File: src/rtl/wordcopy_dma_if.sv
// ============================================================================
// Module   : wordcopy_dma_if
// Brief    : Avalon-MM style bus bundle, used for both the CSR slave and the
//            SDRAM master port of the word copy/fill engine.
// Revision : 1.0 - initial release
// ============================================================================
`default_nettype none

interface wordcopy_dma_if #(
    parameter int DW = 32,
    parameter int AW = 32
);
    logic          waitrequest;
    logic [AW-1:0] address;
    logic          read;
    logic [DW-1:0] readdata;
    logic          readdatavalid;
    logic          write;
    logic [DW-1:0] writedata;

    modport master (
        input  waitrequest, readdata, readdatavalid,
        output address, read, write, writedata
    );

    modport slave (
        output waitrequest, readdata, readdatavalid,
        input  address, read, write, writedata
    );
endinterface

`default_nettype wire

File: src/rtl/wordcopy_dma.sv
// ============================================================================
// Module   : wordcopy_dma
// Brief    : Non-blocking word copy/fill engine with pipelined SDRAM reads
//            and a read-data FIFO that also bounds the reads in flight.
// Revision : 1.0 - initial release
// ============================================================================
`default_nettype none

module wordcopy_dma #(
    parameter int DW         = 32,
    parameter int AW         = 32,
    parameter int FIFO_DEPTH = 8
) (
    input  wire logic      clk,
    input  wire logic      rst_n,
    wordcopy_dma_if.slave  csr,
    wordcopy_dma_if.master mem,
    output logic           irq
);

    localparam int              PW      = $clog2(FIFO_DEPTH);
    localparam logic [31:0]     C_BYTES = 32'(DW / 8);
    localparam logic [PW+1:0]   C_DEPTH = (PW + 2)'(FIFO_DEPTH);

    typedef enum logic [1:0] {S_IDLE, S_RUN, S_ABORT, S_DONE} state_t;

    state_t          r_state, w_state_nx;
    logic [31:0]     r_dest, r_src, r_numwords, r_pattern;
    logic            r_mode, r_fill, r_irq_en, r_done, r_aborted;
    logic [31:0]     r_rd_cnt, r_wr_cnt;
    logic [PW:0]     r_inflight, r_count;
    logic [PW-1:0]   r_wptr, r_rptr;
    logic [DW-1:0]   r_fifo [FIFO_DEPTH];
    logic            r_m_read, r_m_write;
    logic [AW-1:0]   r_m_addr;
    logic [DW-1:0]   r_m_wdata;

    logic            w_busy, w_ctrl_wr, w_start, w_abort, w_flush;
    logic            w_rd_acc, w_wr_acc, w_hold, w_rdv, w_push, w_pop, w_fill_nx;
    logic            w_can_wr, w_can_rd;
    logic [31:0]     w_rd_cnt_nx, w_wr_cnt_nx, w_rdata;
    logic [PW:0]     w_inflight_nx, w_count_nx;
    logic [PW-1:0]   w_rptr_nx;
    logic [DW-1:0]   w_head;
    logic            w_unused;

    assign w_busy    = (r_state == S_RUN) || (r_state == S_ABORT);
    assign w_ctrl_wr = csr.write && (csr.address == 4'd0);
    assign w_start   = w_ctrl_wr && csr.writedata[0] && (r_state == S_IDLE);
    assign w_abort   = w_ctrl_wr && csr.writedata[1] && (r_state == S_RUN);
    assign w_unused  = &{1'b0, csr.read};

    always_comb begin
        w_rd_acc      = r_m_read && !mem.waitrequest;
        w_wr_acc      = r_m_write && !mem.waitrequest;
        w_hold        = (r_m_read || r_m_write) && mem.waitrequest;
        // Responses with nothing outstanding (e.g. after a reset) are dropped.
        w_rdv         = mem.readdatavalid && (r_inflight != '0);
        w_push        = w_rdv && (r_state == S_RUN);
        w_pop         = w_wr_acc && !r_fill && (r_state == S_RUN);
        w_rd_cnt_nx   = w_start ? 32'd0 : r_rd_cnt + 32'(w_rd_acc);
        w_wr_cnt_nx   = w_start ? 32'd0 : r_wr_cnt + 32'(w_wr_acc);
        w_inflight_nx = r_inflight + (PW + 1)'(w_rd_acc) - (PW + 1)'(w_rdv);
        w_count_nx    = r_count + (PW + 1)'(w_push) - (PW + 1)'(w_pop);
        w_rptr_nx     = r_rptr + PW'(w_pop);
        w_fill_nx     = w_start ? r_mode : r_fill;

        w_state_nx = r_state;
        case (r_state)
            S_IDLE:  if (w_start) w_state_nx = (r_numwords == 32'd0) ? S_DONE : S_RUN;
            S_RUN:   if (w_wr_cnt_nx == r_numwords) w_state_nx = S_DONE;
                     else if (w_abort)              w_state_nx = S_ABORT;
            S_ABORT: if (!w_hold && (w_inflight_nx == '0)) w_state_nx = S_DONE;
            default: w_state_nx = S_IDLE;
        endcase
        w_flush = (w_state_nx == S_ABORT);

        // Next request is chosen from post-edge state, so the head may be the word pushed right now.
        w_head   = (w_push && (r_count == (PW + 1)'(w_pop))) ? mem.readdata : r_fifo[w_rptr_nx];
        w_can_wr = w_fill_nx ? (w_wr_cnt_nx < r_numwords) : (w_count_nx != '0);
        w_can_rd = !w_fill_nx && (w_rd_cnt_nx < r_numwords) &&
                   (({1'b0, w_inflight_nx} + {1'b0, w_count_nx}) < C_DEPTH);
    end

    always_comb begin
        w_rdata = 32'd0;
        case (csr.address)
            4'd0: w_rdata = {29'd0, r_aborted, r_done, w_busy};
            4'd1: w_rdata = r_dest;
            4'd2: w_rdata = r_src;
            4'd3: w_rdata = r_numwords;
            4'd4: w_rdata = {31'd0, r_mode};
            4'd5: w_rdata = r_pattern;
            4'd6: w_rdata = r_wr_cnt;
            4'd7: w_rdata = {31'd0, r_irq_en};
            default: w_rdata = 32'd0;
        endcase
    end

    always_ff @(posedge clk or negedge rst_n) begin
        if (!rst_n) begin
            r_state    <= S_IDLE;
            r_dest     <= '0;
            r_src      <= '0;
            r_numwords <= '0;
            r_pattern  <= '0;
            r_mode     <= 1'b0;
            r_fill     <= 1'b0;
            r_irq_en   <= 1'b0;
            r_done     <= 1'b0;
            r_aborted  <= 1'b0;
            r_rd_cnt   <= '0;
            r_wr_cnt   <= '0;
            r_inflight <= '0;
            r_count    <= '0;
            r_wptr     <= '0;
            r_rptr     <= '0;
            for (int i = 0; i < FIFO_DEPTH; i++) r_fifo[i] <= '0;
            r_m_read   <= 1'b0;
            r_m_write  <= 1'b0;
            r_m_addr   <= '0;
            r_m_wdata  <= '0;
        end else begin
            r_state    <= w_state_nx;
            r_rd_cnt   <= w_rd_cnt_nx;
            r_wr_cnt   <= w_wr_cnt_nx;
            r_inflight <= w_inflight_nx;
            r_fill     <= w_fill_nx;

            if (w_flush) begin
                r_count <= '0;
                r_wptr  <= '0;
                r_rptr  <= '0;
            end else begin
                r_count <= w_count_nx;
                r_rptr  <= w_rptr_nx;
                r_wptr  <= r_wptr + PW'(w_push);
            end
            if (w_push) r_fifo[r_wptr] <= mem.readdata;

            if (csr.write && !w_busy) begin
                case (csr.address)
                    4'd1: r_dest     <= csr.writedata;
                    4'd2: r_src      <= csr.writedata;
                    4'd3: r_numwords <= csr.writedata;
                    default: ;
                endcase
            end
            if (csr.write && csr.address == 4'd4) r_mode    <= csr.writedata[0];
            if (csr.write && csr.address == 4'd5) r_pattern <= csr.writedata;
            if (csr.write && csr.address == 4'd7) r_irq_en  <= csr.writedata[0];

            if (w_start || (csr.write && csr.address == 4'd7 && csr.writedata[1])) begin
                r_done    <= 1'b0;
                r_aborted <= 1'b0;
            end
            if (w_state_nx == S_DONE && r_state != S_DONE) begin
                r_done <= 1'b1;
                if (r_state == S_ABORT) r_aborted <= 1'b1;
            end

            if (!w_hold) begin
                r_m_read  <= 1'b0;
                r_m_write <= 1'b0;
                if (w_state_nx == S_RUN) begin
                    if (w_can_wr) begin
                        r_m_write <= 1'b1;
                        r_m_addr  <= AW'(r_dest) + AW'(w_wr_cnt_nx) * AW'(C_BYTES);
                        r_m_wdata <= w_fill_nx ? DW'(r_pattern) : w_head;
                    end else if (w_can_rd) begin
                        r_m_read  <= 1'b1;
                        r_m_addr  <= AW'(r_src) + AW'(w_rd_cnt_nx) * AW'(C_BYTES);
                    end
                end
            end
        end
    end

    assign csr.waitrequest   = 1'b0;
    assign csr.readdatavalid = 1'b0;
    assign csr.readdata      = w_rdata;
    assign mem.read          = r_m_read;
    assign mem.write         = r_m_write;
    assign mem.address       = r_m_addr;
    assign mem.writedata     = r_m_wdata;
    assign irq               = r_done && r_irq_en;

endmodule

`default_nettype wire

File: src/flat_wrapper.sv
// flat-port wrapper written by rule: the top's interface ports become plain ports
module wordcopy_dma_flat 
#(
    parameter int DW         = 32,
    parameter int AW         = 32,
    parameter int FIFO_DEPTH = 8
)
  (clk, rst_n, irq, csr_waitrequest, csr_readdata, csr_readdatavalid, csr_address, csr_read, csr_write, csr_writedata, mem_waitrequest, mem_readdata, mem_readdatavalid, mem_address, mem_read, mem_write, mem_writedata);
  wordcopy_dma_if #(.DW(DW), .AW(AW)) csr_i ();
  wordcopy_dma_if #(.DW(DW), .AW(AW)) mem_i ();
  input  wire logic clk;
  input  wire logic rst_n;
  output logic irq;
  output wire logic [$bits(csr_i.waitrequest)-1:0] csr_waitrequest;
  output wire logic [$bits(csr_i.readdata)-1:0] csr_readdata;
  output wire logic [$bits(csr_i.readdatavalid)-1:0] csr_readdatavalid;
  input wire logic [$bits(csr_i.address)-1:0] csr_address;
  input wire logic [$bits(csr_i.read)-1:0] csr_read;
  input wire logic [$bits(csr_i.write)-1:0] csr_write;
  input wire logic [$bits(csr_i.writedata)-1:0] csr_writedata;
  input wire logic [$bits(mem_i.waitrequest)-1:0] mem_waitrequest;
  input wire logic [$bits(mem_i.readdata)-1:0] mem_readdata;
  input wire logic [$bits(mem_i.readdatavalid)-1:0] mem_readdatavalid;
  output wire logic [$bits(mem_i.address)-1:0] mem_address;
  output wire logic [$bits(mem_i.read)-1:0] mem_read;
  output wire logic [$bits(mem_i.write)-1:0] mem_write;
  output wire logic [$bits(mem_i.writedata)-1:0] mem_writedata;
  assign csr_waitrequest = csr_i.waitrequest;
  assign csr_readdata = csr_i.readdata;
  assign csr_readdatavalid = csr_i.readdatavalid;
  assign csr_i.address = csr_address;
  assign csr_i.read = csr_read;
  assign csr_i.write = csr_write;
  assign csr_i.writedata = csr_writedata;
  assign mem_i.waitrequest = mem_waitrequest;
  assign mem_i.readdata = mem_readdata;
  assign mem_i.readdatavalid = mem_readdatavalid;
  assign mem_address = mem_i.address;
  assign mem_read = mem_i.read;
  assign mem_write = mem_i.write;
  assign mem_writedata = mem_i.writedata;
  wordcopy_dma #(.DW(DW), .AW(AW), .FIFO_DEPTH(FIFO_DEPTH)) u_core (.clk(clk), .rst_n(rst_n), .csr(csr_i), .mem(mem_i), .irq(irq));
endmodule
File: config.mk
export PLATFORM = sky130hd
export DESIGN_NAME = wordcopy_dma_flat
export DESIGN_NICKNAME = d
export VERILOG_FILES = /design/src/rtl/wordcopy_dma_if.sv /design/src/rtl/wordcopy_dma.sv /design/src/flat_wrapper.sv
export SDC_FILE = /design/constraint.sdc
export NUM_CORES = 1
export LEC_CHECK = 0
export CORE_MARGIN = 1.5
export CORE_UTILIZATION = 30
export CTS_BUF_LIST = sky130_fd_sc_hd__clkbuf_8
export DETAILED_ROUTE_END_ITERATION = 12
export MAX_ROUTING_LAYER = met4
export REMOVE_ABC_BUFFERS = 1
export SLEW_MARGIN = 0
export SYNTH_ARGS = -nofsm -noshare
export SYNTH_HDL_FRONTEND = slang
export SYNTH_SLANG_ARGS = --single-unit
File: constraint.sdc
create_clock -name clk -period 7.05 [get_ports clk]
set_clock_uncertainty 0.05 [all_clocks]
set_input_delay 1.0575 -clock clk [delete_from_list [all_inputs] [get_ports clk]]
set_output_delay 1.0575 -clock clk [all_outputs]
set_load 0.01 [all_outputs]
==> results.py, run 1 <==
metrics = {
    "setup_path": {
        "end_kind": "flip-flop",
        "cp.arrival_ns": 6.64,
        "timing.rr.start": "u_core.mem.write",
        "worst-path-max-fanout": 9,
        "critPathRequiredTime_ns": 7.57,
        "criticalPathCategory": "primary input to flip-flop",
        "reg2reg_depth": 24,
        "worst_setup_path_start_kind": "primary input",
        "r2r_slack_ns": 1.38,
        "r2r-end": "u_core.mem.address[3]",
    },
    "clock_tree": {
        "clockRootBuffer": "clkbuf_8",
        "cts_tree": "built",
        "cts_buffers": 93,
        "worstSkewPairLatency_ns": 0.73,
        "cts_buffer_depth": 3,
        "cts-hold-fix-buffers": 0,
        "clk_pin_slew_worst_paths_ns": 0.06,
        "clock_sinks": 535,
        "cts_resized": 0,
        "htreeDepth": 3,
        "post_cts_buffers": 0,
    },
    "yosys": {
        "synth.top_cells.by_count": "dfrtp_1 (535), mux2_2 (406), nand2_1 (148), ha_1 (147), nor2_1 (137)",
        "synth_top_area_cell": "dfrtp_1",
        "synthArstFlopShare_pct": 100,
        "yosysUniqueCellTypes": 69,
        "synth_top_area_share_pct": 46.5,
        "postSynthAreaPerCell_sq_um": 11.7,
        "syn_area_sq_um": 28800,
        "yosys_warnings": 0,
        "ys_top_cells_by_area": "dfrtp_1 (47%), mux2_2 (16%), ha_1 (6.4%)",
        "syn_inst": 2458,
        "synth_edf_count": 0,
        "yosysMostFrequentCell": "dfrtp_1",
        "ys_ff_latch": 535,
        "ys.flop_type": "dfrtp_1",
        "ys_seq_area_share_pct": 46.5,
    },
    "routing": {
        "postRouteAntennaNets": 0,
        "post_drt_wl_per_cell_microns": 21.1,
        "vias": 20500,
        "firstDrtPassIters": 5,
        "drcViolationCount": 0,
        "routed_via_density": 5.06,
        "drt_iter0_drc": 1441,
        "wirelength_mm": 85.4,
    },
    "finish": {
        "design_area_sq_um": 34600,
        "final_layout_size_suffix_gt1_share_pct": 25.8,
        "final_core_util_pct": 36.4,
        "fin_nets": 2953,
        "area_growth_pct": 20.3,
    },
    "placed_design": {
        "place_ws_ns": 0.238,
        "placed_area_sq_um": 32600,
        "dp_hpwl_mm": 60.6,
        "gp_congestion": 0.929,
        "numPortBuffers": 199,
    },
    "die": {
        "initial_core_util_pct": 30.3,
        "fp.dieH_microns": 313,
        "dieArea_sq_um": 97800,
        "die_w_microns": 313,
        "rows": 113,
        "coreArea_sq_um": 95000,
        "io_pins": 203,
    },
    "global_route": {
        "antenna_found_initial": 8,
        "grt_pass1_wl_mm": 130,
        "overflow": 0,
        "grt_pass1_vias": 20800,
        "grt_max_degree": 165,
        "track_usage_pct": 17.9,
    },
    "power": {
        "power_mw": 6.85,
        "leakagePower_nw": 16.4,
        "p_per_area_nw_per_um2": 198,
        "ir_drop_mv": 0.121,
    },
    "sta": {
        "finalCriticalPeriod_ns": 6.11,
        "slew_headroom_pct": 31.1,
        "slew_viol_final": 0,
        "fin_crit_sh_pct": 86.7,
        "timing.fmax_mhz": 164,
        "hold_viol": 0,
        "worst_slack_ns": 0.937,
        "whs_ns": 0.371,
        "rsz0062_at_grt": "false",
        "setup_viol_count_final": 0,
        "worst_pin_slew_ns": 1.03,
    },
    "worst_hold_path": {
        "hp-class": "primary input to asynchronous set/reset pin",
    },
    "run_status": {
        "status": "completed",
    },
    "run": {
        "max_cap_viol_count": 0,
    },
}
[critical path, stage by stage]
cell	delay, ns
clkdlybuf4s50_1	0.48
buf_4	0.19
nor2b_1	0.22
ha_1	0.37
ha_1	0.23
nand3_1	0.18
or2_2	0.38
nor3_1	0.23
nand2_1	0.27
or3_1	0.41
a21oi_1	0.21
ha_1	0.18
nand4_1	0.25
nor2_1	0.22
nand3_1	0.19
a211oi_1	0.51
buf_4	0.19
or3_1	0.12
and2_4	0.16
buf_4	0.21
mux2_2	0.35
[metrics by stage]
step | setup TNS, ns | std cells
floorplan | -14.25 | 2342
global placement | 0 | 3870
detailed placement | 0 | 3870
CTS | 0 | 4042
global route | 0 | 4049
finish | 0 | 4050
[cells by family (layout without fill, tap and decap cells)]
| logic type | count (synthesis) | in the layout | synth area share [%] |
|---|---|---|---|
| other cells | 1 | 10 | 0.0130 |
| mux | 510 | 510 | 22.4 |
| buf+inv | 188 | 506 | 2.58 |
| simple gates | 539 | 539 | 9.18 |
| compound gates | 426 | 426 | 9.35 |
| flops | 535 | 535 | 46.5 |
| xor+xnor | 108 | 108 | 3.29 |
| fa+ha+maj | 151 | 151 | 6.67 |
[placed cells by master (no fill, tap or decap), drive strengths merged, types with 9 or more instances in the layout]
master	count
nand3	65
a211oi	42
nand4	38
o211ai	10
ha	147
a21o	39
nand2	148
and3	18
xnor2	46
clkinv	12
clkdlybuf4s50	198
mux2	406
o21ai	95
a31oi	9
dfrtp	535
inv	103
xor2	62
nor3	22
mux4	66
buf	65
nor2b	19
clkbuf	124
a22oi	60
or3	14
a21oi	123
and2	15
nor2	137
nand2b	16
nor4	20
mux2i	38
[worst max path at each step]
stage	startpoint	end	slack, ns	cells past startpoint
final	mem_waitrequest	u_core.mem.address[24]	0.94	21
after global routing	mem_waitrequest	u_core.mem.address[2]	0.72	25
after CTS	mem_waitrequest	u_core.mem.address[3]	0.99	25
after detailed placement	mem_waitrequest	u_core.mem.address[6]	0.24	25
after global placement	mem_waitrequest	u_core.mem.address[1]	0.29	25
after floorplan	csr_address[21]	u_core.mem.address[11]	-0.55	14
[power breakdown]
group          internal, mW  switching [mW]
sequential             3.14          0.0315
clock                  1.70            1.38
combinational         0.267           0.336
total                  5.10            1.74
[routing by layer]
layer / wire length, microns / GRT usage [%]
met1: 38800 / 23.7
met2: 39400 / 27.7
met3: 4840 / 3.36
met4: 2260 / 5.67
met5: 0 / -
[final cells by class]
type                            count  area [sq um]
Clock inverter                     48           332
Multi-Input combinational cell   1736         14800
Antenna cell                        8          20.0
Inverter                           71           267
Timing Repair Buffer              263          2560
Clock buffer                      124          1710
Tap cell                         1265          1580
Fill cell                        9463         60400
Sequential cell                   535         13400
[sequential cells by signal, summed over array words and instances (netlist names)]
name                  cells
u_core.mem.address       32
u_core.mem.read           1
u_core.mem.write          1
u_core.mem.writedata     32
u_core.r_aborted          1
u_core.r_count            4
u_core.r_dest            32
u_core.r_done             1
u_core.r_fifo           256
u_core.r_fill             1
u_core.r_inflight         4
u_core.r_irq_en           1
u_core.r_mode             1
u_core.r_numwords        32
u_core.r_pattern         32
u_core.r_rd_cnt          32
u_core.r_rptr             3
u_core.r_src             32
u_core.r_state            2
u_core.r_wptr             3
u_core.r_wr_cnt          32
No activity file was read; power rests on OpenSTA's default activity.
==> inputs of run 2 (changes only) <==
- PLACE_DENSITY: unset -> 0.57
==> results.py, run 2 (synthesis results as in run 1) <==
metrics = {
    "die": {
        "fp.dieH_microns": 313,
        "initial_core_util_pct": 30.3,
        "rows": 113,
        "die_w_microns": 313,
        "dieArea_sq_um": 97800,
        "coreArea_sq_um": 95000,
        "io_pins": 203,
    },
    "power": {
        "p_per_area_nw_per_um2": 195,
        "pwr-share-seq_pct": 47.1,
        "switching_share_pct": 25.1,
        "leakagePower_nw": 16.3,
        "ir_drop_mv": 0.114,
        "clkPwrFrac_pct": 44.1,
        "combPwrFrac_pct": 8.8,
        "intPower_mw": 5.04,
        "netSwitchingPower_mw": 1.69,
    },
    "setup_path": {
        "worst-path-max-fanout": 36,
        "end_kind": "flip-flop",
        "criticalPathCategory": "primary input to flip-flop",
        "cp.arrival_ns": 6.80,
        "critPathRequiredTime_ns": 7.56,
        "r2r_slack_ns": 1.14,
        "worst_setup_path_start_kind": "primary input",
    },
    "sta": {
        "worst_pin_slew_ns": 1.06,
        "setup_viol_count_final": 0,
        "timing.fmax_mhz": 159,
        "whs_ns": 0.311,
        "hold_viol": 0,
        "slew_viol_final": 0,
        "slew_headroom_pct": 29.0,
        "finalCriticalPeriod_ns": 6.29,
        "rsz0062_at_grt": "false",
        "finalSetupTns_ns": 0,
        "fin_crit_sh_pct": 89.3,
    },
    "routing": {
        "drt_iter0_drc": 1249,
        "postRouteAntennaNets": 0,
        "vias": 20300,
        "post_drt_wl_per_cell_microns": 21.2,
        "routed_via_density": 5.03,
        "firstDrtPassIters": 5,
        "wirelength_mm": 85.8,
        "drcViolationCount": 0,
    },
    "clock_tree": {
        "clockRootBuffer": "clkbuf_8",
        "worstSkewPairLatency_ns": 0.72,
        "cts_resized": 0,
        "cts_tree": "built",
        "clk_pin_slew_worst_paths_ns": 0.06,
        "cts_buffers": 93,
        "cts_buffer_depth": 3,
        "cts-hold-fix-buffers": 0,
        "post_cts_buffers": 0,
        "htreeDepth": 3,
        "clock_sinks": 535,
    },
    "placed_design": {
        "dp_hpwl_mm": 61.8,
        "numPortBuffers": 199,
        "gp_congestion": 0.907,
        "placed_cells": 3870,
        "placed_area_sq_um": 32500,
    },
    "global_route": {
        "antenna_found_initial": 8,
        "overflow": 0,
        "grt_max_degree": 140,
        "grt_pass1_vias": 20700,
        "grt_pass1_wl_mm": 130,
        "track_usage_pct": 18.0,
    },
    "run": {
        "max_cap_viol_count": 0,
    },
    "finish": {
        "final_layout_size_suffix_gt1_share_pct": 25.7,
        "design_area_sq_um": 34500,
        "fin_nets": 2953,
        "final_cells": 4044,
        "mostFrequentLayoutCells": "dfrtp_1 (535), mux2_2 (406), clkdlybuf4s50_1 (198), nand2_1 (147), ha_1 (145)",
        "layout_commonest_cell": "dfrtp_1",
        "largest_reg_flops": 256,
        "area_growth_pct": 20.0,
        "regMostFlops": "u_core.r_fifo",
    },
    "worst_hold_path": {
        "hp-class": "primary input to asynchronous set/reset pin",
    },
    "run_status": {
        "status": "completed",
    },
}
## run 2: power by group through the flow
stage	Combinational (mW)	Sequential, mW	Clock [mW]
after floorplan	0.310	3.22	0
after global placement	0.597	3.22	0
after detailed placement	0.604	3.23	0
after CTS	0.608	3.17	3.05
after global routing	0.670	3.18	3.18
final	0.594	3.17	2.97
## run 2: stage by stage
stage / power, mW / setup slack [ns] / util, %
floorplan: 3.53 / -0.551 / -
global placement: 3.82 / 0.0965 / 34.3
detailed placement: 3.83 / 0.0721 / 34.3
CTS: 6.83 / 0.790 / 36.3
global route: 7.03 / 0.362 / 36.3
finish: 6.73 / 0.758 / 36.3
## run 2: final timing paths
check	to	cells past startpoint	from
max in group asynchronous	u_core.mem.address[14]	2	rst_n
max	u_core.mem.address[3]	24	mem_waitrequest
min	u_core.r_fifo[116]	1	rst_n
min in group clk	u_core.mem.writedata[0]	2	u_core.mem.writedata[0]
min reg2reg	u_core.mem.writedata[0]	2	u_core.mem.writedata[0]
max reg2reg	u_core.mem.address[3]	23	u_core.mem.write
## run 2: area by class of cell
type                    instances  area, sq um
diodes                          8         20.0
clock buffers                 124         1710
clock inverters                42          243
fillers                      9405        60500
inverters                      71          267
multi-input cells            1736        14800
flip-flops and latches        535        13400
well taps                    1265         1580
repair buffers                263         2550
## run 2: worst max-delay path, stage by stage
cell	delay, ns
clkdlybuf4s50_1	0.46
nor2b_1	0.20
ha_1	0.24
ha_1	0.22
nand4_1	0.26
nor2_1	0.25
nand2_1	0.14
nor2_1	0.20
buf_4	0.16
nand3_1	0.08
xor2_1	0.15
nor2_1	0.26
ha_1	0.21
nand2_1	0.06
nor3_1	0.46
and4_1	0.36
o21bai_1	0.16
a2111oi_2	0.10
or4_1	0.57
or3_1	0.44
and2_4	0.30
buf_4	0.26
nand2_1	0.07
o21ai_0	0.07
## run 2: routing by layer
layer,part of all wire (%),GRT usage [%],vias to the layer above
li1,-,-,9542
met1,45,23.3,10300
met2,48,29.0,447
met3,5.6,3.41,81
met4,1.6,4.39,0
met5,0,-,-
